<file path="src/rtl/seg7_pkg.sv">
// -----------------------------------------------------------------------------
// seg7_pkg
// Shared definitions for the seven-segment reader:
//   - seg7_t       : 7-bit segment pattern, bit0=a ... bit6=g, active-high
//   - SEG_*        : segment patterns for digits 0-9 and hex letters A-F
//   - NDIG_DEF     : default number of multiplexed digits per frame
//   - STABLE_CYC_DEF : default number of identical cycles before capture
// -----------------------------------------------------------------------------
package seg7_pkg;

    typedef logic [6:0] seg7_t;

    localparam int NDIG_DEF       = 4;
    localparam int STABLE_CYC_DEF = 4;

    localparam seg7_t SEG_0 = 7'h3F;
    localparam seg7_t SEG_1 = 7'h06;
    localparam seg7_t SEG_2 = 7'h5B;
    localparam seg7_t SEG_3 = 7'h4F;
    localparam seg7_t SEG_4 = 7'h66;
    localparam seg7_t SEG_5 = 7'h6D;
    localparam seg7_t SEG_6 = 7'h7D;
    localparam seg7_t SEG_7 = 7'h07;
    localparam seg7_t SEG_8 = 7'h7F;
    localparam seg7_t SEG_9 = 7'h6F;

    localparam seg7_t SEG_A = 7'h77;
    localparam seg7_t SEG_B = 7'h7C;
    localparam seg7_t SEG_C = 7'h39;
    localparam seg7_t SEG_D = 7'h5E;
    localparam seg7_t SEG_E = 7'h79;
    localparam seg7_t SEG_F = 7'h71;

endpackage : seg7_pkg

</file>
<file path="src/rtl/seg7_reader_decode.sv">
// -----------------------------------------------------------------------------
// seg7_reader_decode
// Combinational seven-segment pattern to nibble decoder.
// Optional feature macro: SEG7_READER_HEX_EN (hex letters A-F become legal).
// Ports:
//   seg_i  in  7  segment pattern (bit0=a ... bit6=g)
//   nib_o  out 4  decoded value, 0 for an illegal pattern
//   err_o  out 1  pattern is not a legal code
// -----------------------------------------------------------------------------
module seg7_reader_decode
    import seg7_pkg::*;
(
    input  seg7_t      seg_i,
    output logic [3:0] nib_o,
    output logic       err_o
);

    always_comb begin
        nib_o = 4'h0;
        err_o = 1'b0;
        case (seg_i)
            SEG_0:   nib_o = 4'h0;
            SEG_1:   nib_o = 4'h1;
            SEG_2:   nib_o = 4'h2;
            SEG_3:   nib_o = 4'h3;
            SEG_4:   nib_o = 4'h4;
            SEG_5:   nib_o = 4'h5;
            SEG_6:   nib_o = 4'h6;
            SEG_7:   nib_o = 4'h7;
            SEG_8:   nib_o = 4'h8;
            SEG_9:   nib_o = 4'h9;
`ifdef SEG7_READER_HEX_EN
            SEG_A:   nib_o = 4'hA;
            SEG_B:   nib_o = 4'hB;
            SEG_C:   nib_o = 4'hC;
            SEG_D:   nib_o = 4'hD;
            SEG_E:   nib_o = 4'hE;
            SEG_F:   nib_o = 4'hF;
`endif
            default: begin
                nib_o = 4'h0;
                err_o = 1'b1;
            end
        endcase
    end

endmodule : seg7_reader_decode

</file>
<file path="src/rtl/seg7_reader.sv">
// -----------------------------------------------------------------------------
// seg7_reader
// Captures a multiplexed seven-segment display into a frame of BCD nibbles.
// Each digit must be stable for STABLE_CYC cycles with a one-hot strobe before
// it is captured; once every digit has been captured the frame is offered on a
// valid/ready output stage. Frames arriving while the output is stalled are
// dropped and flagged on the sticky overrun output.
// Optional feature macro: SEG7_READER_HEX_EN (see seg7_reader_decode).
// Ports:
//   clk        in  1       clock, rising edge
//   rst_n      in  1       asynchronous active-low reset
//   seg        in  7       segment lines, active-high
//   dig_sel    in  NDIG    digit strobe, one-hot when valid
//   clr_ovr    in  1       pulse to clear overrun
//   out_valid  out 1       frame presented
//   out_ready  in  1       consumer accepts the frame
//   bcd_out    out 4*NDIG  decoded nibbles, nibble i at [4i+3:4i]
//   dig_err    out NDIG    digit i was an illegal pattern
//   overrun    out 1       sticky, a completed frame was dropped
// -----------------------------------------------------------------------------
module seg7_reader
    import seg7_pkg::*;
#(
    parameter int NDIG       = NDIG_DEF,
    parameter int STABLE_CYC = STABLE_CYC_DEF
) (
    input  logic              clk,
    input  logic              rst_n,
    input  logic [6:0]        seg,
    input  logic [NDIG-1:0]   dig_sel,
    input  logic              clr_ovr,
    output logic              out_valid,
    input  logic              out_ready,
    output logic [4*NDIG-1:0] bcd_out,
    output logic [NDIG-1:0]   dig_err,
    output logic              overrun
);

    localparam int         SW     = 7 + NDIG;
    localparam logic [7:0] CNT_TC = 8'(STABLE_CYC - 1);

    logic [SW-1:0]     prev_q, prev_d;
    logic [7:0]        cnt_q, cnt_d;
    logic              cap_done_q, cap_done_d;
    logic [NDIG-1:0]   mask_q, mask_d;
    logic [4*NDIG-1:0] buf_q, buf_d;
    logic [NDIG-1:0]   err_buf_q, err_buf_d;
    logic              out_valid_q, out_valid_d;
    logic [4*NDIG-1:0] bcd_q, bcd_d;
    logic [NDIG-1:0]   dig_err_q, dig_err_d;
    logic              overrun_q, overrun_d;

    logic [SW-1:0] cur_smp;
    logic          sel_onehot;
    logic          same;
    logic          stable;
    logic          cap_done_eff;
    logic          capture;
    logic          frame_done;
    logic          ovr_set;
    logic [3:0]    dec_nib;
    logic          dec_err;

    assign cur_smp    = {seg, dig_sel};
    assign sel_onehot = (dig_sel != '0) && ((dig_sel & (dig_sel - NDIG'(1))) == '0);
    assign same       = (cur_smp == prev_q);
    assign stable     = sel_onehot && same;
    assign frame_done = &mask_q;

    seg7_reader_decode u_decode (
        .seg_i (seg),
        .nib_o (dec_nib),
        .err_o (dec_err)
    );

    always_comb begin
        prev_d      = cur_smp;
        cnt_d       = '0;
        cap_done_d  = 1'b0;
        capture     = 1'b0;
        mask_d      = mask_q;
        buf_d       = buf_q;
        err_buf_d   = err_buf_q;
        out_valid_d = out_valid_q;
        bcd_d       = bcd_q;
        dig_err_d   = dig_err_q;
        ovr_set     = 1'b0;
        overrun_d   = overrun_q;

        // Counter saturates at the terminal count; cap_done_q then blocks a
        // second capture until the sample changes.
        if (stable) begin
            cnt_d = (cnt_q == CNT_TC) ? cnt_q : cnt_q + 8'd1;
        end
        cap_done_eff = stable && cap_done_q;
        capture      = sel_onehot && (cnt_d == CNT_TC) && !cap_done_eff;
        cap_done_d   = capture || cap_done_eff;

        // A capture in the completing cycle starts the next frame.
        if (frame_done) begin
            mask_d = '0;
        end
        if (capture) begin
            mask_d = mask_d | dig_sel;
            for (int i = 0; i < NDIG; i++) begin
                if (dig_sel[i]) begin
                    buf_d[4*i +: 4] = dec_nib;
                    err_buf_d[i]    = dec_err;
                end
            end
        end

        if (frame_done) begin
            if (!out_valid_q || out_ready) begin
                out_valid_d = 1'b1;
                bcd_d       = buf_q;
                dig_err_d   = err_buf_q;
            end else begin
                ovr_set = 1'b1;
            end
        end else if (out_valid_q && out_ready) begin
            out_valid_d = 1'b0;
        end

        if (ovr_set) begin
            overrun_d = 1'b1;
        end else if (clr_ovr) begin
            overrun_d = 1'b0;
        end
    end

    always_ff @(posedge clk or negedge rst_n) begin
        if (!rst_n) begin
            prev_q      <= '0;
            cnt_q       <= '0;
            cap_done_q  <= 1'b0;
            mask_q      <= '0;
            buf_q       <= '0;
            err_buf_q   <= '0;
            out_valid_q <= 1'b0;
            bcd_q       <= '0;
            dig_err_q   <= '0;
            overrun_q   <= 1'b0;
        end else begin
            prev_q      <= prev_d;
            cnt_q       <= cnt_d;
            cap_done_q  <= cap_done_d;
            mask_q      <= mask_d;
            buf_q       <= buf_d;
            err_buf_q   <= err_buf_d;
            out_valid_q <= out_valid_d;
            bcd_q       <= bcd_d;
            dig_err_q   <= dig_err_d;
            overrun_q   <= overrun_d;
        end
    end

    assign out_valid = out_valid_q;
    assign bcd_out   = bcd_q;
    assign dig_err   = dig_err_q;
    assign overrun   = overrun_q;

endmodule : seg7_reader

</file>
<file path="config.mk">
export PLATFORM = sky130hd
export DESIGN_NAME = seg7_reader
export DESIGN_NICKNAME = d
export VERILOG_FILES = /design/src/rtl/seg7_pkg.sv /design/src/rtl/seg7_reader_decode.sv /design/src/rtl/seg7_reader.sv
export SDC_FILE = /design/constraint.sdc
export NUM_CORES = 1
export LEC_CHECK = 0
export ABC_CLOCK_PERIOD_IN_PS = 4100
export BUFFER_PORTS_ARGS = -buffer_cell sky130_fd_sc_hd__buf_4
export CORE_ASPECT_RATIO = 1.25
export CORE_UTILIZATION = 50
export DETAILED_ROUTE_END_ITERATION = 10
export PLACE_DENSITY = 0.71
export SKIP_CTS_REPAIR_TIMING = 1
export SYNTH_ARGS = -nofsm -noshare
export SYNTH_HDL_FRONTEND = slang
export SYNTH_SLANG_ARGS = --single-unit
</file>
<file path="constraint.sdc">
create_clock -name clk -period 4.1 [get_ports clk]
set_input_delay 0 -clock clk [delete_from_list [all_inputs] [get_ports clk]]
set_output_delay 0 -clock clk [all_outputs]
set_load 0.005 [all_outputs]
</file>
# Word level (Yosys, flattened, before mapping)
# Cells that the tools add are included.
# totals
reg_bits	66
out_inout_bits	22
elab_cells	69
# classes
muxes	13
reduce_logical	22
n_eq_ne	14
bitwise	2
add_sub_neg	2
# op_table
operator	n
equality test 7 bit (second input constant)	7
case mux 4 bit (9 select lines)	1
equality test 8 x 2 -> 1 bit (second input constant)	2
two-way mux 8 bit	2
equality test 7 x 3 -> 1 bit (second input constant)	2
equality test 11 bit	1
AND reduction 2 bit	5
OR reduction 10 bit	1
adder 8 x 1 -> 8 bit (second input constant)	1
two-way mux 1 bit	8
two-way mux 4 bit	2
equality test 7 x 6 -> 1 bit (second input constant)	1
logical AND 1 bit	6
AND reduction 5 bit	1
bitwise AND 4 bit	1
zero test 4 bit	1
bitwise OR 4 bit	1
AND reduction 4 bit	1
nonzero test 2 bit	2
nonzero test 4 bit	1
subtractor 4 x 1 -> 4 bit (second input constant)	1
zero test 1 bit	2
logical OR 1 bit	2
!= test 2 x 1 -> 1 bit (second input constant)	1

# Logic depth before layout (Yosys ltp)
# Gate-level depths: netlist (run 1).
# depth
depth_word	10
ltp_mapped	7

# Modules after synthesis
# A second synthesis (run 1) with hierarchy kept.
# hier_totals
cells_unflattened	234
area_unflattened_um2	2971.6
# by_module_without_submodules
mod	cells_each	area_each_um2	instances	seq_area_each_um2
seg7_reader	207	2776.4	1	1651.6
seg7_reader_decode	27	195.2	1	0.0

# Worst setup path before layout (run 1)
# Ideal clock, no wire load.
# synth_timing
path_kind	reg-to-reg
start	register cnt_q[0]
end	register buf_q[0]
synth_period_minus_slack_ns	2.287
arrival_time_ns	2.207
slack_ns	1.813
stages_incl_launch_ff	8
required_ns	4.021
path_cell_list	dfrtp_1 -> ha_1 -> buf_2 -> nor4b_4 -> a211o_1 -> a21o_4 -> a2111oi_4 -> mux2i_1
# synth_via
elab_chain_cells	7
# synth_lines
element	line	source
start: declaration	seg7_reader.sv:43	logic [7:0] cnt_q, cnt_d;
start signal: assignment	seg7_reader.sv:146	cnt_q <= cnt_d;
adder 8 x 1 -> 8 bit or equality test 8 x 2 -> 1 bit (tied branches)	seg7_reader.sv:93	cnt_d = (cnt_q == CNT_TC) ? cnt_q : cnt_q + 8'd1;
two-way mux 8 bit (*)	seg7_reader.sv:93	
two-way mux 8 bit (*)	seg7_reader.sv:92	if (stable) begin
equality test 8 x 2 -> 1 bit (*)	seg7_reader.sv:96	capture = sel_onehot && (cnt_d == CNT_TC) && !cap_done_eff;
logical AND 1 bit (*) (2 in a row)	seg7_reader.sv:96	
AND reduction 2 bit (no line) (*)	n/a	
end signal: assignment	seg7_reader.sv:149	buf_q <= buf_d;
end: declaration	seg7_reader.sv:46	logic [4*NDIG-1:0] buf_q, buf_d;
# Mark *: on every way between the ends. The rest lies on a longest branch, timed or not.
# A chain may end at the register's enable or synchronous reset.

# Worst setup path in the final report (run 1)
# layout_timing
start	register cnt_q[0]
end	register err_buf_q[1]
# layout_via
elab_chain_cells	7
# layout_lines
element	line	source
adder 8 x 1 -> 8 bit or equality test 8 x 2 -> 1 bit (tied branches)	seg7_reader.sv:93	
two-way mux 8 bit (*)	seg7_reader.sv:93	
two-way mux 8 bit (*)	seg7_reader.sv:92	
equality test 8 x 2 -> 1 bit (*)	seg7_reader.sv:96	
logical AND 1 bit (*) (2 in a row)	seg7_reader.sv:96	
AND reduction 2 bit (no line) (*)	n/a	
end signal: assignment	seg7_reader.sv:150	err_buf_q <= err_buf_d;
end: declaration	seg7_reader.sv:47	logic [NDIG-1:0] err_buf_q, err_buf_d;
# Marked as above.

==> results.cfg, run 1 <==
[clocking]
tritoncts = done
root_buffer = clkbuf_8
h-tree-depth = 3
cts_buffers = 9
cts.path.max_buffers = 2
cts_sinks = 66
cts.reportedPaths.clkPinSlew_ns = 0.07
clock_latency_ns = 0.33

[worst_setup_path]
start_kind = flip-flop
path_max_fanout = 8
critPathMaxStageDelay_ns = 0.76
slowest_stage = a2111oi_4
path_cells = ha_1, nor4b_4, nand2_1, a2111oi_4, mux2i_1
crit_family = compound AO/OA/AOI/OAI gates
end_kind = flip-flop
arrival_ns = 2.84
path_buf_inv = 0
critical_path_class = flip-flop to flip-flop
cp.required_ns = 4.35

[timing]
post-route-min-period_ns = 2.59
finalCritPeriodShare_pct = 63.2
fin_worst_skew_ns = 0.00591
rsz0062_at_grt = no
worstMarginPinSlew_ns = 0.824
relSlewSlack_pct = 45.1
slew_violations = 0
fmax_mhz = 386
fin_tns_setup_ns = 0
finalSetupViolCount = 0
final_hold_viol_count = 0

[power]
p_sw_share_pct = 23.9
p_per_area_mw_per_mm2 = 321
seqPwrFrac_pct = 54.1
irDropWorstVdd_v = 0.000189
internal_power_mw = 0.925
p_leak_nw = 1.76
power.switching_mw = 0.291
pwr-share-comb_pct = 6.5
fin_total_pwr_mw = 1.22
p_clk_share_pct = 39.4

[grt]
use_met3_pct = 4.69
grt_usage_pct = 20.1
use_met2_pct = 31.3
grt.met1_usage_pct = 26.8
grt_antenna_before_repair = 0
grt_pass1_wl_mm = 9.99
overflow = 0
grt_pass1_vias = 1988
grt_busiest_layer = met2
grt_max_degree = 67

[layout]
final_cells = 393
multi_input_area_mm2 = 0.00135
final-seq-area_mm2 = 0.00165
finalInstanceArea_mm2 = 0.00379
drive_gt1_share_pct = 28.6
nFillCells = 477
nets = 319
utilization_pct = 61.8
syn2layout_area_growth_pct = 20.2
n_antenna_cell = 0

[die]
initial_core_util_pct = 51.5
dieHeight_um = 90.8
die_area_mm2 = 0.00663
core_area_mm2 = 0.00613
io-pin-count = 37
fp-row-count = 32
die_x_um = 73.0

[yosys]
synth_area_leaders = dfrtp_1, mux2_2, mux2i_1
yosys-top-cells-count = dfrtp_1, inv_1, mux2_2, mux2i_1, xor2_1
syn_inst = 252
syn_area_mm2 = 0.00315
syn_area_per_cell_um2 = 12.5
synth_edf_count = 0
yosysUniqueCellTypes = 45
async_reset_ff_share_pct = 100
yosysMostFrequentCell = dfrtp_1
syn-num-nets = 268
synth_largest_area_cell = dfrtp_1
yosys.area.top_type_share_pct = 52.4
synth_ff_type = dfrtp_1
ys_seq_area_share_pct = 52.4
yosysWarnings = 0
synth_seq_cells = 66

[run]
cap_viol_max_count = 0

[run_status]
status = complete, no violations

[placement]
hpwl_mm = 3.88
gp_congestion = 0.788
place_area_mm2 = 0.00347
dpl.cell_count = 363
port_buffers = 36

[routing]
vias = 2035
routed_wl_mm = 5.98
via_per_inst = 5.18
drc_errors = 0
drt_pass1_iterations = 4
final_antenna_net_count = 0
wire_per_inst_um = 15.2
drt-initial-drc-count = 89

[min_path]
hold_class = input port to async pin
[worst register-to-register path: stages, from the launching register on]
cell	delay, ns
dfrtp_1	0.45
ha_1	0.35
nor4b_4	0.33
nand2_1	0.36
a2111oi_4	0.76
mux2i_1	0.27
[cells in the final DEF, fill, tap and decap left out, types with 3 or more instances in the layout]
cell type / n
a2111oi_4: 4
clkbuf_8: 10
mux2i_1: 20
a211o_1: 4
nand4_1: 7
dlygate4sd3_1: 14
nand3_1: 9
dfrtp_1: 66
nor2_1: 8
nor2b_1: 6
o22ai_1: 3
nand2_1: 7
a21o_1: 5
buf_4: 37
xnor2_1: 4
mux2_2: 20
xor2_1: 17
a21oi_1: 3
inv_1: 25
[state kept, by name, summed over array words and instances, names as in the netlist]
register,flops
cnt_q,8
prev_q,11
cap_done_q,1
buf_q,16
out_valid,1
dig_err,4
bcd_out,16
err_buf_q,4
overrun,1
mask_q,4
[per-layer routing]
layer	up-vias	wire, um
li1	980	-
met1	1013	2630
met2	38	3130
met3	4	169
met4	0	53
met5	-	0
[layout make-up]
type                       count  area share (%)
sequential                    66            43.6
multi-input combinational    150            35.5
timing repair buffer          51            11.0
clock buffer                  12            3.83
tap                           85            2.81
inverter                      25            2.48
clock inverter                 4           0.727
[path summary, 6_finish.rpt]
check | start | to | slack [ns] | cells past startpoint
setup / recovery | cnt_q[0]$_DFF_PN0_ | err_buf_q[1]$_DFFE_PN0P_ | 1.51 | 5
hold / removal | rst_n | cnt_q[3]$_DFF_PN0_ | 0.31 | 2
setup reg to reg | cnt_q[0]$_DFF_PN0_ | err_buf_q[1]$_DFFE_PN0P_ | 1.51 | 5
hold reg to reg | mask_q[2]$_DFF_PN0_ | mask_q[2]$_DFF_PN0_ | 0.48 | 1
max in group asynchronous | rst_n | bcd_out[12]$_DFFE_PN0P_ | 3.25 | 2
min in group clk | dig_sel[2] | prev_q[2]$_DFF_PN0_ | 0.36 | 2
[power groups by stage]
stage	Combinational [mW]	Sequential, mW	Clock (mW)
3_5_place_dp	0.0684	0.671	0
5_1_grt	0.0878	0.659	0.524
2_1_floorplan	0.0362	0.671	0
3_3_place_gp	0.0670	0.671	0
4_1_cts	0.0686	0.659	0.494
6_report	0.0785	0.659	0.479
[cells by family after synthesis]
group | after synthesis | share of synthesized area [%]
AO/OA/AOI/OAI | 28 | 9.37
XOR/XNOR | 22 | 6.35
adder cells (fa/ha/maj) | 1 | 0.397
buffers and inverters | 36 | 4.92
flip-flops | 66 | 52.4
multiplexers | 40 | 13.5
AND/OR/NAND/NOR | 59 | 13.1
[stage by stage]
step / hold WS, ns / setup slack (ns)
after global routing: 0.355 / 1.32
after floorplan: -0.296 / 1.81
final: 0.309 / 1.51
after global placement: 0.155 / 1.65
after CTS: -0.214 / 1.49
after detailed placement: 0.155 / 1.52
No activity file was read; power rests on OpenSTA's default activity.
==> run 2: changes to the inputs <==
--- a/config.mk
+++ b/config.mk
@@ -5,7 +5,8 @@
 export SDC_FILE = /design/constraint.sdc
 export NUM_CORES = 1
 export LEC_CHECK = 0
-export ABC_CLOCK_PERIOD_IN_PS = 4100
+export ABC_AREA = 1
+export ABC_CLOCK_PERIOD_IN_PS = 2630
 export BUFFER_PORTS_ARGS = -buffer_cell sky130_fd_sc_hd__buf_4
 export CORE_ASPECT_RATIO = 1.25
 export CORE_UTILIZATION = 50
==> constraint.sdc (replaced) <==
create_clock -name clk -period 2.63 [get_ports clk]
set_input_delay 0 -clock clk [delete_from_list [all_inputs] [get_ports clk]]
set_output_delay 0 -clock clk [all_outputs]
set_load 0.005 [all_outputs]
==> run 2 against run 1 <==
  * Die area is 6.3% higher
  * Power is 67% higher
  * Utilization is 0.18 points lower
  * Synthesized area is 6.5% higher
  * Worst hold slack worse by 0.025 ns
  * Synthesized cell count is 55% higher
  * Global-route usage is 0.64 points higher
  * Final area is 6.2% higher
  * Critical path depth is 6 higher
==> results.cfg, run 2 <==
[timing]
slew_violations = 0
fin_tns_setup_ns = 0
final_hold_viol_count = 0
fin_worst_skew_ns = 0.0101
post-route-min-period_ns = 2.26
relSlewSlack_pct = 45.6
rsz0062_at_grt = no
hold_ws_ns = 0.284
worstMarginPinSlew_ns = 0.816
finalCritPeriodShare_pct = 85.8
fmax_mhz = 443
finalSetupViolCount = 0

[worst_setup_path]
r2r_cells = 11
critical_path_class = flip-flop to flip-flop
cp.required_ns = 2.90
r2r_end = mask_q[1]$_DFF_PN0_
path_buf_inv = 0
critPathMaxStageDelay_ns = 0.39
r2r_setup_slack_ns = 0.37
start_kind = flip-flop
path_max_fanout = 21
slowest_stage = dfrtp_1
end_kind = flip-flop
crit_top_cell = nand2_1
r2r_start = cnt_q[0]$_DFF_PN0_
crit_family = simple AND/OR/NAND/NOR gates
arrival_ns = 2.53
path_cells = ha_1, nand3_2, nor2_1, nand2_1, nand2_1, nand2_1, o21ai_0, nand2_1, nor2_4, nand2_1, o21ai_1

[yosys]
async_reset_ff_share_pct = 100
synth_largest_area_cell = dfrtp_1
yosysWarnings = 0
synth_area_leaders = dfrtp_1, nand2_1, mux2_2
yosysUniqueCellTypes = 30
yosys-top-cells-count = nand2_1, dfrtp_1, inv_1, nand4_1, nor2_1
syn_inst = 391
synth_seq_cells = 66
syn_area_per_cell_um2 = 8.58
ys_seq_area_share_pct = 49.2
yosys.area.top_type_share_pct = 49.2
yosysMostFrequentCell = nand2_1
syn_area_mm2 = 0.00336
synth_edf_count = 0
syn-num-nets = 407
synth_ff_type = dfrtp_1

[power]
p_clk_share_pct = 42.4
pwr-share-comb_pct = 6.9
p_leak_nw = 2.11
p_per_area_mw_per_mm2 = 505
seqPwrFrac_pct = 50.7
p_sw_share_pct = 24.3
irDropWorstVdd_v = 0.000420
power.switching_mw = 0.493
internal_power_mw = 1.54

[grt]
grt_pass1_wl_mm = 10.8
grt_usage_pct = 20.7
grt_antenna_before_repair = 0
overflow = 0
grt_max_degree = 67
grt_busiest_layer = met2
use_met2_pct = 32.7
use_met3_pct = 6.14
grt.met1_usage_pct = 26.3
grt_pass1_vias = 2438

[clocking]
root_buffer = clkbuf_8
clock_latency_ns = 0.35
tritoncts = done
cts_buffers = 9
cts.reportedPaths.clkPinSlew_ns = 0.08
cts_sinks = 66
h-tree-depth = 3
cts.path.max_buffers = 2

[placement]
hpwl_mm = 4.77
gp_congestion = 0.858
port_buffers = 36

[routing]
drc_errors = 0
final_antenna_net_count = 0
drt-initial-drc-count = 118
vias = 2678
routed_wl_mm = 6.74
wire_per_inst_um = 12.6
drt_pass1_iterations = 4
via_per_inst = 5.00

[die]
io-pin-count = 37
dieHeight_um = 93.6
initial_core_util_pct = 51.4
die_area_mm2 = 0.00705
die_x_um = 75.3
core_area_mm2 = 0.00652
fp-row-count = 33

[layout]
final_cell_mix = nand2_1, dfrtp_1, inv_1
final_common_cell = nand2_1
nets = 460
drive_gt1_share_pct = 22.5
syn2layout_area_growth_pct = 19.8
nFillCells = 580
n_antenna_cell = 0

[run]
cap_viol_max_count = 0

[run_status]
status = complete, no violations

[min_path]
hold_class = input port to async pin
## run 2: cell count changes after synthesis, moves of 6 or more
cell,previous run,this run
nand2_1,7,120
inv_1,25,44
nor2b_1,6,0
nor2_2,0,6
nor2_1,8,29
mux2i_1,20,0
nor3_1,0,7
xor2_1,17,3
inv_2,0,6
nand4_1,7,29
## run 2: logic make-up (layout without fill, tap and decap cells)
kind of cell               after synthesis  in the layout  share of synthesized area (%)
muxes                                   20             20                           6.71
xor gates and xnor gates                 6              6                           1.57
and+or+nand+nor                        221            221                           31.3
buffers and inverters                   60            118                           7.83
adders and majority gates                1              1                          0.373
AOI/OAI and AO/OA                       17             17                           3.02
DFF                                     66             66                           49.2
## run 2: stage by stage
step	instances	utilization, %	worst slack [ns]	cell area, um2	power, mW
final	536	61.6	0.373	4020	2.03
after global routing	536	61.6	0.122	4020	2.11
after CTS	521	59.3	0.370	3870	2.03
after detailed placement	505	56.2	0.394	3670	1.17
after global placement	505	56.2	0.530	3670	1.17
after floorplan	391	-	0.868	3360	1.12
## run 2: power groups by stage
stage | Clock [mW] | Combinational, mW | Sequential, mW
after floorplan | 0 | 0.0707 | 1.05
final | 0.861 | 0.140 | 1.03
after CTS | 0.877 | 0.125 | 1.03
after global placement | 0 | 0.122 | 1.05
after detailed placement | 0 | 0.124 | 1.05
after global routing | 0.921 | 0.160 | 1.03
## run 2: how the worst max path moves through the flow
stage                     depth (start not counted)               start                     to
after floorplan                                  12  cnt_q[0]$_DFF_PN0_  buf_q[13]$_DFFE_PN0P_
after global placement                           11  cnt_q[0]$_DFF_PN0_    mask_q[2]$_DFF_PN0_
after detailed placement                         11  cnt_q[0]$_DFF_PN0_    mask_q[1]$_DFF_PN0_
after CTS                                        11  cnt_q[0]$_DFF_PN0_    mask_q[1]$_DFF_PN0_
after global routing                             11  cnt_q[1]$_DFF_PN0_    mask_q[1]$_DFF_PN0_
final                                            11  cnt_q[0]$_DFF_PN0_    mask_q[1]$_DFF_PN0_
## run 2: cell type report
class	instances	area (um2)	share of cell area, %
Clock inverter	6	66.3	1.65
Clock buffer	10	138	3.42
Multi-Input combinational cell	265	1440	35.8
Tap cell	87	109	2.71
Timing Repair Buffer	52	428	10.6
Sequential cell	66	1650	41.1
Inverter	50	188	4.67
## run 2: routing by layer
| metal | vias up | share of wire, % |
|---|---|---|
| met5 | - | 0 |
| met4 | 0 | 1.9 |
| met3 | 17 | 4.4 |
| met2 | 69 | 50 |
| met1 | 1221 | 44 |
| li1 | 1371 | - |
